--- config.mk ---
export PLATFORM = sky130hd
export DESIGN_NAME = uart_mem_loader
export DESIGN_NICKNAME = d
export VERILOG_FILES = /design/src/rtl/uart_loader_pkg.sv /design/src/rtl/uart_unescape.sv /design/src/rtl/uart_mem_loader.sv
export SDC_FILE = /design/constraint.sdc
export NUM_CORES = 1
export LEC_CHECK = 0
export ABC_AREA = 1
export BUFFER_PORTS_ARGS = -buffer_cell sky130_fd_sc_hd__buf_2
export CORE_UTILIZATION = 40
export CTS_CLUSTER_SIZE = 30
export DETAILED_ROUTE_END_ITERATION = 6
export PLACE_DENSITY_LB_ADDON = 0.05
export SLEW_MARGIN = 10
export SYNTH_ARGS = -nofsm -noshare
export SYNTH_HDL_FRONTEND = slang
export SYNTH_SLANG_ARGS = --single-unit
--- constraint.sdc ---
create_clock -name clk -period 3.95 [get_ports clk]
set_input_delay 0.79 -clock clk [delete_from_list [all_inputs] [get_ports clk]]
set_output_delay 0.79 -clock clk [all_outputs]
set_load 0.005 [all_outputs]
--- src/rtl/uart_loader_pkg.sv ---
// Shared types and constants for the UART memory loader: FSM state encoding,
// command codes, default framing bytes and a byte-count helper.
package uart_loader_pkg;

    // Loader FSM states. The receive states run from CMD through STOP.
    // WRITE and CLEAR are the output phases.
    typedef enum logic [2:0] {
        ST_IDLE  = 3'd0,
        ST_CMD   = 3'd1,
        ST_ADDR  = 3'd2,
        ST_DATA  = 3'd3,
        ST_CHK   = 3'd4,
        ST_STOP  = 3'd5,
        ST_WRITE = 3'd6,
        ST_CLEAR = 3'd7
    } state_t;

    // Command byte values, compared after unescaping
    localparam logic [7:0] CMD_WRITE = 8'h01;
    localparam logic [7:0] CMD_CLEAR = 8'h02;

    // Default raw framing bytes
    localparam logic [7:0] DEF_START_BYTE = 8'h55;
    localparam logic [7:0] DEF_STOP_BYTE  = 8'hAA;
    localparam logic [7:0] DEF_ESC_BYTE   = 8'h7D;

    // An escaped byte is recovered by XOR with this mask
    localparam logic [7:0] ESC_XOR = 8'h20;

    // Number of whole bytes needed to carry a field of the given bit width
    function automatic int bytes_for(input int bits);
        return (bits + 7) / 8;
    endfunction

endpackage

--- src/rtl/uart_unescape.sv ---
// Byte classifier and unescaper placed in front of the loader FSM.
// It flags raw START/STOP bytes, swallows ESC prefixes and delivers the
// de-escaped payload byte together with a data_valid strobe.
module uart_unescape
    import uart_loader_pkg::*;
#(
    parameter logic [7:0] START_BYTE = DEF_START_BYTE,
    parameter logic [7:0] STOP_BYTE  = DEF_STOP_BYTE,
    parameter logic [7:0] ESC_BYTE   = DEF_ESC_BYTE
) (
    input  logic       clk,
    input  logic       rst,
    input  logic       flush,
    input  logic [7:0] rx_data,
    input  logic       rx_valid,
    output logic [7:0] data,
    output logic       is_start,
    output logic       is_stop,
    output logic       data_valid
);

    logic esc_reg;
    logic is_esc;

    // Classify the incoming raw byte. A raw START/STOP is always framing,
    // even right after ESC. An ESC that follows an ESC is payload.
    always_comb begin
        is_start   = rx_valid && (rx_data == START_BYTE);
        is_stop    = rx_valid && (rx_data == STOP_BYTE);
        is_esc     = rx_valid && !esc_reg && (rx_data == ESC_BYTE);
        data_valid = rx_valid && !is_start && !is_stop && !is_esc;
        data       = esc_reg ? (rx_data ^ ESC_XOR) : rx_data;
    end

    // Escape flag: armed by a raw ESC and consumed by the next payload byte.
    // Framing bytes and the flush input drop a dangling escape, so it cannot
    // leak from one frame into the next.
    always_ff @(posedge clk) begin
        if (rst) begin
            esc_reg <= 1'b0;
        end else if (flush || is_start || is_stop) begin
            esc_reg <= 1'b0;
        end else if (is_esc) begin
            esc_reg <= 1'b1;
        end else if (data_valid) begin
            esc_reg <= 1'b0;
        end
    end

endmodule

--- src/rtl/uart_mem_loader.sv ---
// UART command-frame loader. It decodes escaped, checksummed frames from the
// uart_rx byte stream into memory writes (single word or full clear). It holds
// the CPU via busy while a frame is in progress and counts framing errors.
module uart_mem_loader
    import uart_loader_pkg::*;
#(
    parameter int         ADDR_W     = 10,
    parameter int         DATA_W     = 12,
    parameter logic [7:0] START_BYTE = DEF_START_BYTE,
    parameter logic [7:0] STOP_BYTE  = DEF_STOP_BYTE,
    parameter logic [7:0] ESC_BYTE   = DEF_ESC_BYTE
) (
    input  logic              clk,
    input  logic              rst,
    input  logic [7:0]        rx_data,
    input  logic              rx_valid,
    output logic              mem_wr_en,
    output logic [ADDR_W-1:0] mem_wr_addr,
    output logic [DATA_W-1:0] mem_wr_data,
    output logic              busy,
    output logic              frame_ok,
    output logic              frame_err,
    output logic [7:0]        err_count
);

    // Address and data fields are sent MSB first in whole bytes (at most 2
    // each for widths up to 16). The byte counter only has to reach 1.
    localparam int          AB        = bytes_for(ADDR_W);
    localparam int          DB        = bytes_for(DATA_W);
    localparam logic [1:0]  AB_LAST   = 2'(AB - 1);
    localparam logic [1:0]  DB_LAST   = 2'(DB - 1);
    localparam logic [ADDR_W-1:0] CLR_LAST = '1;

    state_t            state_reg,    state_next;
    logic [7:0]        cmd_reg,      cmd_next;
    logic [7:0]        sum_reg,      sum_next;
    logic [1:0]        cnt_reg,      cnt_next;
    logic [ADDR_W-1:0] addr_reg,     addr_next;
    logic [DATA_W-1:0] data_reg,     data_next;
    logic [ADDR_W-1:0] clr_addr_reg, clr_addr_next;
    logic [7:0]        err_cnt_reg,  err_cnt_next;
    logic              frame_err_reg;
    logic              err_event;

    logic [7:0]        rx_byte;
    logic              rx_start;
    logic              rx_stop;
    logic              rx_data_valid;
    logic              unesc_flush;

    // Outside the receive states a dangling escape has no meaning
    assign unesc_flush = (state_reg == ST_IDLE) || (state_reg == ST_WRITE) ||
                         (state_reg == ST_CLEAR);

    uart_unescape #(
        .START_BYTE (START_BYTE),
        .STOP_BYTE  (STOP_BYTE),
        .ESC_BYTE   (ESC_BYTE)
    ) u_unescape (
        .clk        (clk),
        .rst        (rst),
        .flush      (unesc_flush),
        .rx_data    (rx_data),
        .rx_valid   (rx_valid),
        .data       (rx_byte),
        .is_start   (rx_start),
        .is_stop    (rx_stop),
        .data_valid (rx_data_valid)
    );

    // Frame decoder: next-state, field capture, running checksum and error detection
    always_comb begin
        state_next    = state_reg;
        cmd_next      = cmd_reg;
        sum_next      = sum_reg;
        cnt_next      = cnt_reg;
        addr_next     = addr_reg;
        data_next     = data_reg;
        clr_addr_next = clr_addr_reg;
        err_event     = 1'b0;

        case (state_reg)
            ST_IDLE: begin
                // Only a raw START matters here. Line noise is ignored silently.
                if (rx_start) begin
                    state_next = ST_CMD;
                    sum_next   = 8'h00;
                    cnt_next   = 2'd0;
                end
            end

            ST_WRITE: begin
                // Single output cycle. A byte arriving now cannot be framed.
                state_next = ST_IDLE;
                if (rx_valid) begin
                    err_event = 1'b1;
                end
            end

            ST_CLEAR: begin
                // The clear always completes. Stray bytes are dropped and counted.
                if (rx_valid) begin
                    err_event = 1'b1;
                end
                clr_addr_next = clr_addr_reg + 1'b1;
                if (clr_addr_reg == CLR_LAST) begin
                    state_next = ST_IDLE;
                end
            end

            default: begin
                // Receive states CMD..STOP
                if (rx_start) begin
                    // Resync: abandon the partial frame and start a new one at once
                    err_event  = 1'b1;
                    state_next = ST_CMD;
                    sum_next   = 8'h00;
                    cnt_next   = 2'd0;
                end else if (state_reg == ST_STOP) begin
                    if (rx_stop) begin
                        if (sum_reg == 8'h00) begin
                            state_next    = (cmd_reg == CMD_WRITE) ? ST_WRITE : ST_CLEAR;
                            clr_addr_next = '0;
                        end else begin
                            err_event  = 1'b1;
                            state_next = ST_IDLE;
                        end
                    end else if (rx_valid) begin
                        // Anything other than STOP (an ESC prefix included) breaks the frame
                        err_event  = 1'b1;
                        state_next = ST_IDLE;
                    end
                end else if (rx_stop) begin
                    // Frame closed before all of its fields arrived
                    err_event  = 1'b1;
                    state_next = ST_IDLE;
                end else if (rx_data_valid) begin
                    sum_next = sum_reg + rx_byte;
                    case (state_reg)
                        ST_CMD: begin
                            cmd_next = rx_byte;
                            if (rx_byte == CMD_WRITE) begin
                                state_next = ST_ADDR;
                                cnt_next   = 2'd0;
                            end else if (rx_byte == CMD_CLEAR) begin
                                state_next = ST_CHK;
                            end else begin
                                err_event  = 1'b1;
                                state_next = ST_IDLE;
                            end
                        end
                        ST_ADDR: begin
                            // Shift in MSB-first. Bits above ADDR_W fall off the top.
                            addr_next = ADDR_W'({addr_reg, rx_byte});
                            if (cnt_reg == AB_LAST) begin
                                state_next = ST_DATA;
                                cnt_next   = 2'd0;
                            end else begin
                                cnt_next = cnt_reg + 2'd1;
                            end
                        end
                        ST_DATA: begin
                            data_next = DATA_W'({data_reg, rx_byte});
                            if (cnt_reg == DB_LAST) begin
                                state_next = ST_CHK;
                                cnt_next   = 2'd0;
                            end else begin
                                cnt_next = cnt_reg + 2'd1;
                            end
                        end
                        ST_CHK: begin
                            state_next = ST_STOP;
                        end
                        default: begin
                        end
                    endcase
                end
            end
        endcase
    end

    // Error counter saturates at 255 so a noisy link cannot wrap it to zero
    always_comb begin
        err_cnt_next = err_cnt_reg;
        if (err_event && (err_cnt_reg != 8'hFF)) begin
            err_cnt_next = err_cnt_reg + 8'd1;
        end
    end

    // State and datapath registers
    always_ff @(posedge clk) begin
        if (rst) begin
            state_reg     <= ST_IDLE;
            cmd_reg       <= 8'h00;
            sum_reg       <= 8'h00;
            cnt_reg       <= 2'd0;
            addr_reg      <= '0;
            data_reg      <= '0;
            clr_addr_reg  <= '0;
            err_cnt_reg   <= 8'h00;
            frame_err_reg <= 1'b0;
        end else begin
            state_reg     <= state_next;
            cmd_reg       <= cmd_next;
            sum_reg       <= sum_next;
            cnt_reg       <= cnt_next;
            addr_reg      <= addr_next;
            data_reg      <= data_next;
            clr_addr_reg  <= clr_addr_next;
            err_cnt_reg   <= err_cnt_next;
            frame_err_reg <= err_event;
        end
    end

    // Moore outputs decoded from the registered state. A reset therefore
    // drops mem_wr_en on the very edge that returns the FSM to IDLE.
    always_comb begin
        mem_wr_en   = (state_reg == ST_WRITE) || (state_reg == ST_CLEAR);
        mem_wr_addr = '0;
        mem_wr_data = '0;
        if (state_reg == ST_WRITE) begin
            mem_wr_addr = addr_reg;
            mem_wr_data = data_reg;
        end else if (state_reg == ST_CLEAR) begin
            mem_wr_addr = clr_addr_reg;
        end
        busy      = (state_reg != ST_IDLE);
        frame_ok  = (state_reg == ST_WRITE) ||
                    ((state_reg == ST_CLEAR) && (clr_addr_reg == CLR_LAST));
        frame_err = frame_err_reg;
        err_count = err_cnt_reg;
    end

endmodule

==> results_dict.tcl, run 1 <==
set metrics [dict create \
    worstPathCellList "nand2_1 -> inv_1 -> nand2_1 -> o22ai_1 -> buf_2" \
    overflow 0 \
    ys_warn_count 0 \
    end_kind "primary output" \
    syn_inst 494 \
    peakVddDrop_uv 232 \
    p_per_area_nw_per_um2 486 \
    area_growth_pct 15.5 \
    drt-total-wl_um 8320 \
    cp_common_cell "nand2_1" \
    drt-initial-drc-count 131 \
    ys_types 36 \
    crit_slowest_cell "nand2_1" \
    largest_reg_flops 12 \
    post-place-ws_ps 1370 \
    path_buf_inv 2 \
    report.final.slew_viol_count 0 \
    setup_viol 0 \
    num_vias 3170 \
    drtPass1Iterations 4 \
    intPower_w 0.00123 \
    grt_pass1_wl_um 14100 \
    detail-route-antenna-nets 0 \
    yosysMostFrequentCell "nand2_1" \
    cts_resized 0 \
    finClkSkew_ps 9.64 \
    path_class "flip-flop to primary output" \
    p_comb_share_pct 26.9 \
    clkLatencyLatePin_ps 350 \
    synth_ff_type "dfxtp_1" \
    power.switching_w 0.000674 \
    async_flop_share_pct 0 \
    core_um2 8220 \
    rsz0062_at_grt "no" \
    cts-root-buf "clkbuf_8" \
    hp-class "flip-flop to flip-flop" \
    initial_core_util_pct 41.4 \
    track_usage_pct 20.6 \
    synth-edff-count 0 \
    hold_buffers 0 \
    fin_nets 558 \
    numCtsBuffers 9 \
    clkTransAtPathRegs_ps 80 \
    fin_crit_sh_pct 74.4 \
    grt_pass1_vias 2865 \
    min_period_ps 2940 \
    outcome "complete, no violations" \
    syn_area_um2 3400 \
    synth_common_cells "nand2_1 (80), dfxtp_1 (63), inv_1 (62), nor2_1 (61), a21oi_1 (59)" \
    clockBufferDepth 2 \
    path_delay_family "simple AND/OR/NAND/NOR gates" \
    path_max_fanout 22 \
    synth_area_leaders "dfxtp_1 (37%), nand2_1 (8.8%), a21oi_1 (8.7%), inv_1 (6.8%), nor2_1 (6.7%)" \
    power_leakage_nw 1.65 \
    dieArea_um2 8870 \
    hold_violations 0 \
    synth_seq_cells 63 \
    yosysTopAreaCell "dfxtp_1" \
    fin_setup_tns_ps 0 \
    slew_headroom_pct 51.6 \
    cts.sink_count 63 \
    syn_area_per_cell_um2 6.88 \
    die_h_um 94.2 \
    numPortBuffers 44 \
    cap_violations 0 \
    place_congestion 0.898 \
    drive_gt1_share_pct 16.6 \
    ys_seq_area_share_pct 37.1 \
    arrival_ps 2150 \
    fmax_mhz 340 \
    num_rows 33 \
    drc 0 \
    die_w_um 94.2 \
    htree_levels 3 \
    power_frac_seq_pct 38.8 \
    postCtsSetupBuffers 0 \
    cp-start-kind "flip-flop" \
    grt_max_degree 32 \
    dp_hpwl_um 6100 \
    cts_tree "built" \
    required_ps 3160 \
    max_stage_delay_ps 490 \
    tightest_slew_ps 725 \
    antenna_cells 0 \
    power_frac_clock_pct 34.4 \
    vias_per_cell 4.90 \
    fin_ws_ps 1010 \
    hold_slack_ps 451 \
    boundaryPins 45 \
    synth_nets 515 \
    antenna_found_initial 0 \
    synth_top_area_share_pct 37.1 \
    wl_per_cell_um 12.9 \
    switching_share_pct 35.4 \
]
-- power by group through the flow --
stage               Combinational (W)  Clock, W  Sequential [W]
floorplan                    0.000395         0        0.000743
global placement             0.000520         0        0.000754
detailed placement           0.000512         0        0.000754
CTS                          0.000517  0.000669        0.000740
global route                 0.000598  0.000705        0.000749
finish                       0.000512  0.000655        0.000740
-- worst paths after layout --
check / slack (ps) / cells past startpoint / endpoint / from
setup / recovery: 1010 / 5 / mem_wr_addr[7] / state_reg[2]$_SDFFE_PP0P_
hold / removal: 450 / 2 / data_reg[11]$_SDFFE_PP0P_ / data_reg[11]$_SDFFE_PP0P_
setup reg to reg: 2040 / 10 / state_reg[2]$_SDFFE_PP0P_ / clr_addr_reg[0]$_SDFFE_PP0P_
hold reg to reg: 450 / 2 / data_reg[11]$_SDFFE_PP0P_ / data_reg[11]$_SDFFE_PP0P_
-- metrics by stage --
stage          utilization [%]  cells  area [µm²]  power (W)
6_report                  47.8    647        3930    0.00191
5_1_grt                   47.8    647        3930    0.00205
4_1_cts                   47.8    647        3930    0.00193
3_5_place_dp              45.0    631        3700    0.00127
3_3_place_gp              45.0    631        3700    0.00127
2_1_floorplan                -    494        3400    0.00114
-- area by class of cell --
type	count	area, µm²
Fill cell	856	4290
Multi-Input combinational cell	350	1820
Sequential cell	63	1260
Inverter	68	255
Timing Repair Buffer	45	228
Tap cell	105	131
Clock buffer	9	124
Clock inverter	7	104
-- per-layer routing --
| metal | wire (µm) | global-route usage (%) | vias up | share of wire [%] |
|---|---|---|---|---|
| met5 | 0 | 0 | - | 0 |
| met4 | 153 | 8.46 | 0 | 1.8 |
| met3 | 236 | 3.40 | 14 | 2.8 |
| met2 | 3550 | 31.2 | 47 | 43 |
| met1 | 4380 | 28.7 | 1392 | 53 |
| li1 | - | - | 1717 | - |
-- tightest hold or removal path, cell delays in order, from the launching register on --
cell and delay [ps]:
dfxtp_1 300, inv_1 60, a21oi_1 50
-- kinds of logic after synthesis --
logic type | count (synthesis) | share of synthesized area (%)
DFF | 63 | 37.1
and+or+nand+nor | 213 | 29.1
xor gates and xnor gates | 7 | 1.80
adders and majority gates | 10 | 3.90
AOI/OAI and AO/OA | 120 | 18.8
buffers and inverters | 81 | 9.31
-- layout by cell type, fill, tap and decap left out, types with 3 or more instances in the layout --
| cell type | count |
|---|---|
| a21oi_1 | 59 |
| nor3b_1 | 4 |
| nor3_1 | 9 |
| nand3_2 | 3 |
| xor2_1 | 6 |
| nor2_1 | 61 |
| nor4_1 | 3 |
| o22ai_1 | 9 |
| nor2_2 | 6 |
| o21ai_0 | 42 |
| inv_2 | 6 |
| nand2_2 | 5 |
| dfxtp_1 | 63 |
| nand3_1 | 32 |
| nor3_4 | 3 |
| buf_2 | 44 |
| clkinv_4 | 3 |
| nand2_1 | 80 |
| ha_1 | 9 |
| inv_1 | 62 |
| clkbuf_8 | 9 |
Note: power is estimated with default switching activity, not from simulation.
==> inputs of run 2 (changes only) <==
--- a/config.mk
+++ b/config.mk
@@ -5,7 +5,7 @@
 export SDC_FILE = /design/constraint.sdc
 export NUM_CORES = 1
 export LEC_CHECK = 0
-export ABC_AREA = 1
+export ABC_AREA = 0
 export BUFFER_PORTS_ARGS = -buffer_cell sky130_fd_sc_hd__buf_2
 export CORE_UTILIZATION = 40
 export CTS_CLUSTER_SIZE = 30
==> constraint.sdc (replaced) <==
create_clock -name clk -period 2.9 [get_ports clk]
set_input_delay 0.58 -clock clk [delete_from_list [all_inputs] [get_ports clk]]
set_output_delay 0.58 -clock clk [all_outputs]
set_load 0.005 [all_outputs]
==> results_dict.tcl, run 2 <==
set metrics [dict create \
    report.final.slew_viol_count 0 \
    antenna_found_initial 0 \
    fin_setup_tns_ps 0 \
    fmax_mhz 390 \
    synth_ff_type "dfxtp_1" \
    ys_types 62 \
    path_class "primary input to flip-flop" \
    track_usage_pct 21.2 \
    tightest_slew_ps 1210 \
    num_rows 33 \
    overflow 0 \
    drt-total-wl_um 9070 \
    cts.sink_count 63 \
    reg2reg_from "state_reg[1]$_SDFFE_PP0P_" \
    drive_gt1_share_pct 22.0 \
    holdCritStartpoint "cnt_reg[1]$_SDFFE_PP0P_" \
    worstPathCellList "buf_2 -> or3_4 -> or4_1 -> o2111ai_1 -> nand3_1 -> and4b_1 -> mux2_2" \
    htree_levels 3 \
    synth_common_cells "nor2_1 (76), dfxtp_1 (63), mux2i_1 (44), nand2_1 (24), clkbuf_1 (16)" \
    dieArea_um2 9240 \
    cp-start-kind "primary input" \
    final_common_cell "nor2_1" \
    power.total_w 0.00183 \
    stdcell_area_um2 4140 \
    place_congestion 0.885 \
    arrival_ps 2800 \
    grt_pass1_vias 2739 \
    ys_warn_count 0 \
    final_util_pct 49.4 \
    multi_input_area_um2 2110 \
    numPortBuffers 44 \
    dp_hpwl_um 6530 \
    crit_slowest_cell "or4_1" \
    antenna_cells 0 \
    core_um2 8380 \
    clockBufferDepth 2 \
    drtPass1Iterations 5 \
    dpl_cell_area_um2 3910 \
    numCtsBuffers 9 \
    startpoint "rx_data[2]" \
    num-fill-cells 833 \
    cts-root-buf "clkbuf_8" \
    min_period_ps 2570 \
    syn_inst 416 \
    hold_violations 0 \
    largest_reg_flops 12 \
    fin_nets 484 \
    slew_headroom_pct 19.1 \
    yosysTopAreaCell "dfxtp_1" \
    die_w_um 96.1 \
    setup_viol 0 \
    detail-route-antenna-nets 0 \
    path_max_fanout 11 \
    synth-edff-count 0 \
    peakVddDrop_uv 289 \
    boundaryPins 45 \
    area_growth_pct 16.8 \
    max_stage_delay_ps 440 \
    synth_top_area_share_pct 35.6 \
    mostFrequentLayoutCells "nor2_1 (76), dfxtp_1 (63), mux2i_1 (44), buf_2 (44), nand2_1 (24)" \
    die_h_um 96.1 \
    cts_resized 0 \
    synth_area_leaders "dfxtp_1 (36%), mux2i_1 (12%), nor2_1 (8.0%), ha_1 (3.2%), nand2_1 (2.5%)" \
    hp-class "flip-flop to flip-flop" \
    drc 0 \
    syn_area_per_cell_um2 8.52 \
    ys_seq_area_share_pct 35.6 \
    syn_area_um2 3540 \
    postCtsSetupBuffers 0 \
    wl_per_cell_um 15.8 \
    p_per_area_nw_per_um2 442 \
    path_buf_inv 1 \
    cts_tree "built" \
    grt_max_degree 55 \
    async_flop_share_pct 0 \
    synth_nets 437 \
    end_kind "flip-flop" \
    regArea_um2 1260 \
    num_vias 3050 \
    synth_seq_cells 63 \
    clkTransAtPathRegs_ps 70 \
    finClkSkew_ps 8.80 \
    initial_core_util_pct 42.3 \
    path_delay_family "simple AND/OR/NAND/NOR gates" \
    outcome "complete, no violations" \
    cap_violations 0 \
    rsz0062_at_grt "no" \
    yosysMostFrequentCell "nor2_1" \
    clkLatencyLatePin_ps 340 \
    hold_buffers 0 \
    fin_crit_sh_pct 88.5 \
    power_leakage_nw 1.89 \
    vias_per_cell 5.32 \
    grt_pass1_wl_um 14500 \
    required_ps 3130 \
    drt-initial-drc-count 288 \
]
[run 2: cell types whose count changed in the layout (fill, tap and decap cells not counted), sizes merged, moves of 7 or more]
cell,before,now
nand2,86,25
inv,70,13
a21oi,59,14
mux2i,0,44
o21ai,45,6
nand3,35,10
buf,45,62
and3,0,15
nor2,67,77
o22ai,9,0
xnor2,1,10
a22oi,0,7
[run 2: final cells by class]
| cell class | count | share of cell area [%] |
|---|---|---|
| inverters | 13 | 1.18 |
| well taps | 105 | 3.17 |
| multi-input cells | 314 | 51.0 |
| clock inverters | 5 | 1.93 |
| repair buffers | 62 | 8.58 |
| clock buffers | 11 | 3.66 |
| flip-flops and latches | 63 | 30.5 |
[run 2: final timing paths]
| kind | end | slack [ps] | cells past startpoint |
|---|---|---|---|
| setup / recovery | err_count[5]$_SDFFE_PP0P_ | 330 | 7 |
| hold / removal | cnt_reg[1]$_SDFFE_PP0P_ | 460 | 1 |
| setup reg to reg | err_count[5]$_SDFFE_PP0P_ | 440 | 6 |
| hold reg to reg | cnt_reg[1]$_SDFFE_PP0P_ | 460 | 1 |
[run 2: kinds of logic after synthesis]
logic type | Yosys count | synth area share, %
buffers and inverters | 39 | 4.94
flip-flops | 63 | 35.6
multiplexers | 49 | 14.1
AND/OR/NAND/NOR | 188 | 27.9
adder cells (fa/ha/maj) | 10 | 3.74
AO/OA/AOI/OAI | 54 | 10.5
XOR/XNOR | 13 | 3.21
[run 2: layer usage]
layer / global-route usage, % / wire, µm
met4: 5.35 / 80
met5: 0 / 0
met3: 5.29 / 481
met1: 28.8 / 4370
met2: 33.3 / 4140
[run 2: power by group]
part            total, W  switching [W]  internal, W
clock network   0.000874       0.000344     0.000529
logic          0.0000923      0.0000613    0.0000310
registers       0.000866    0.000000461     0.000865
total            0.00183       0.000406      0.00143
[run 2: worst register-to-register path, delay by kind of cell (launching register included)]
family	cells	cell delay, ps
AO/OA/AOI/OAI	1	280
buffers and inverters	1	190
flip-flops	1	490
multiplexers	1	260
AND/OR/NAND/NOR	3	1150
[run 2: through the flow]
stage | hold slack, ps | cells | worst slack [ps]
2_1_floorplan | 440 | 416 | 406
3_3_place_gp | 454 | 557 | 47.6
3_5_place_dp | 454 | 557 | 11.6
4_1_cts | 464 | 573 | 372
5_1_grt | 468 | 573 | 240
6_report | 461 | 573 | 334
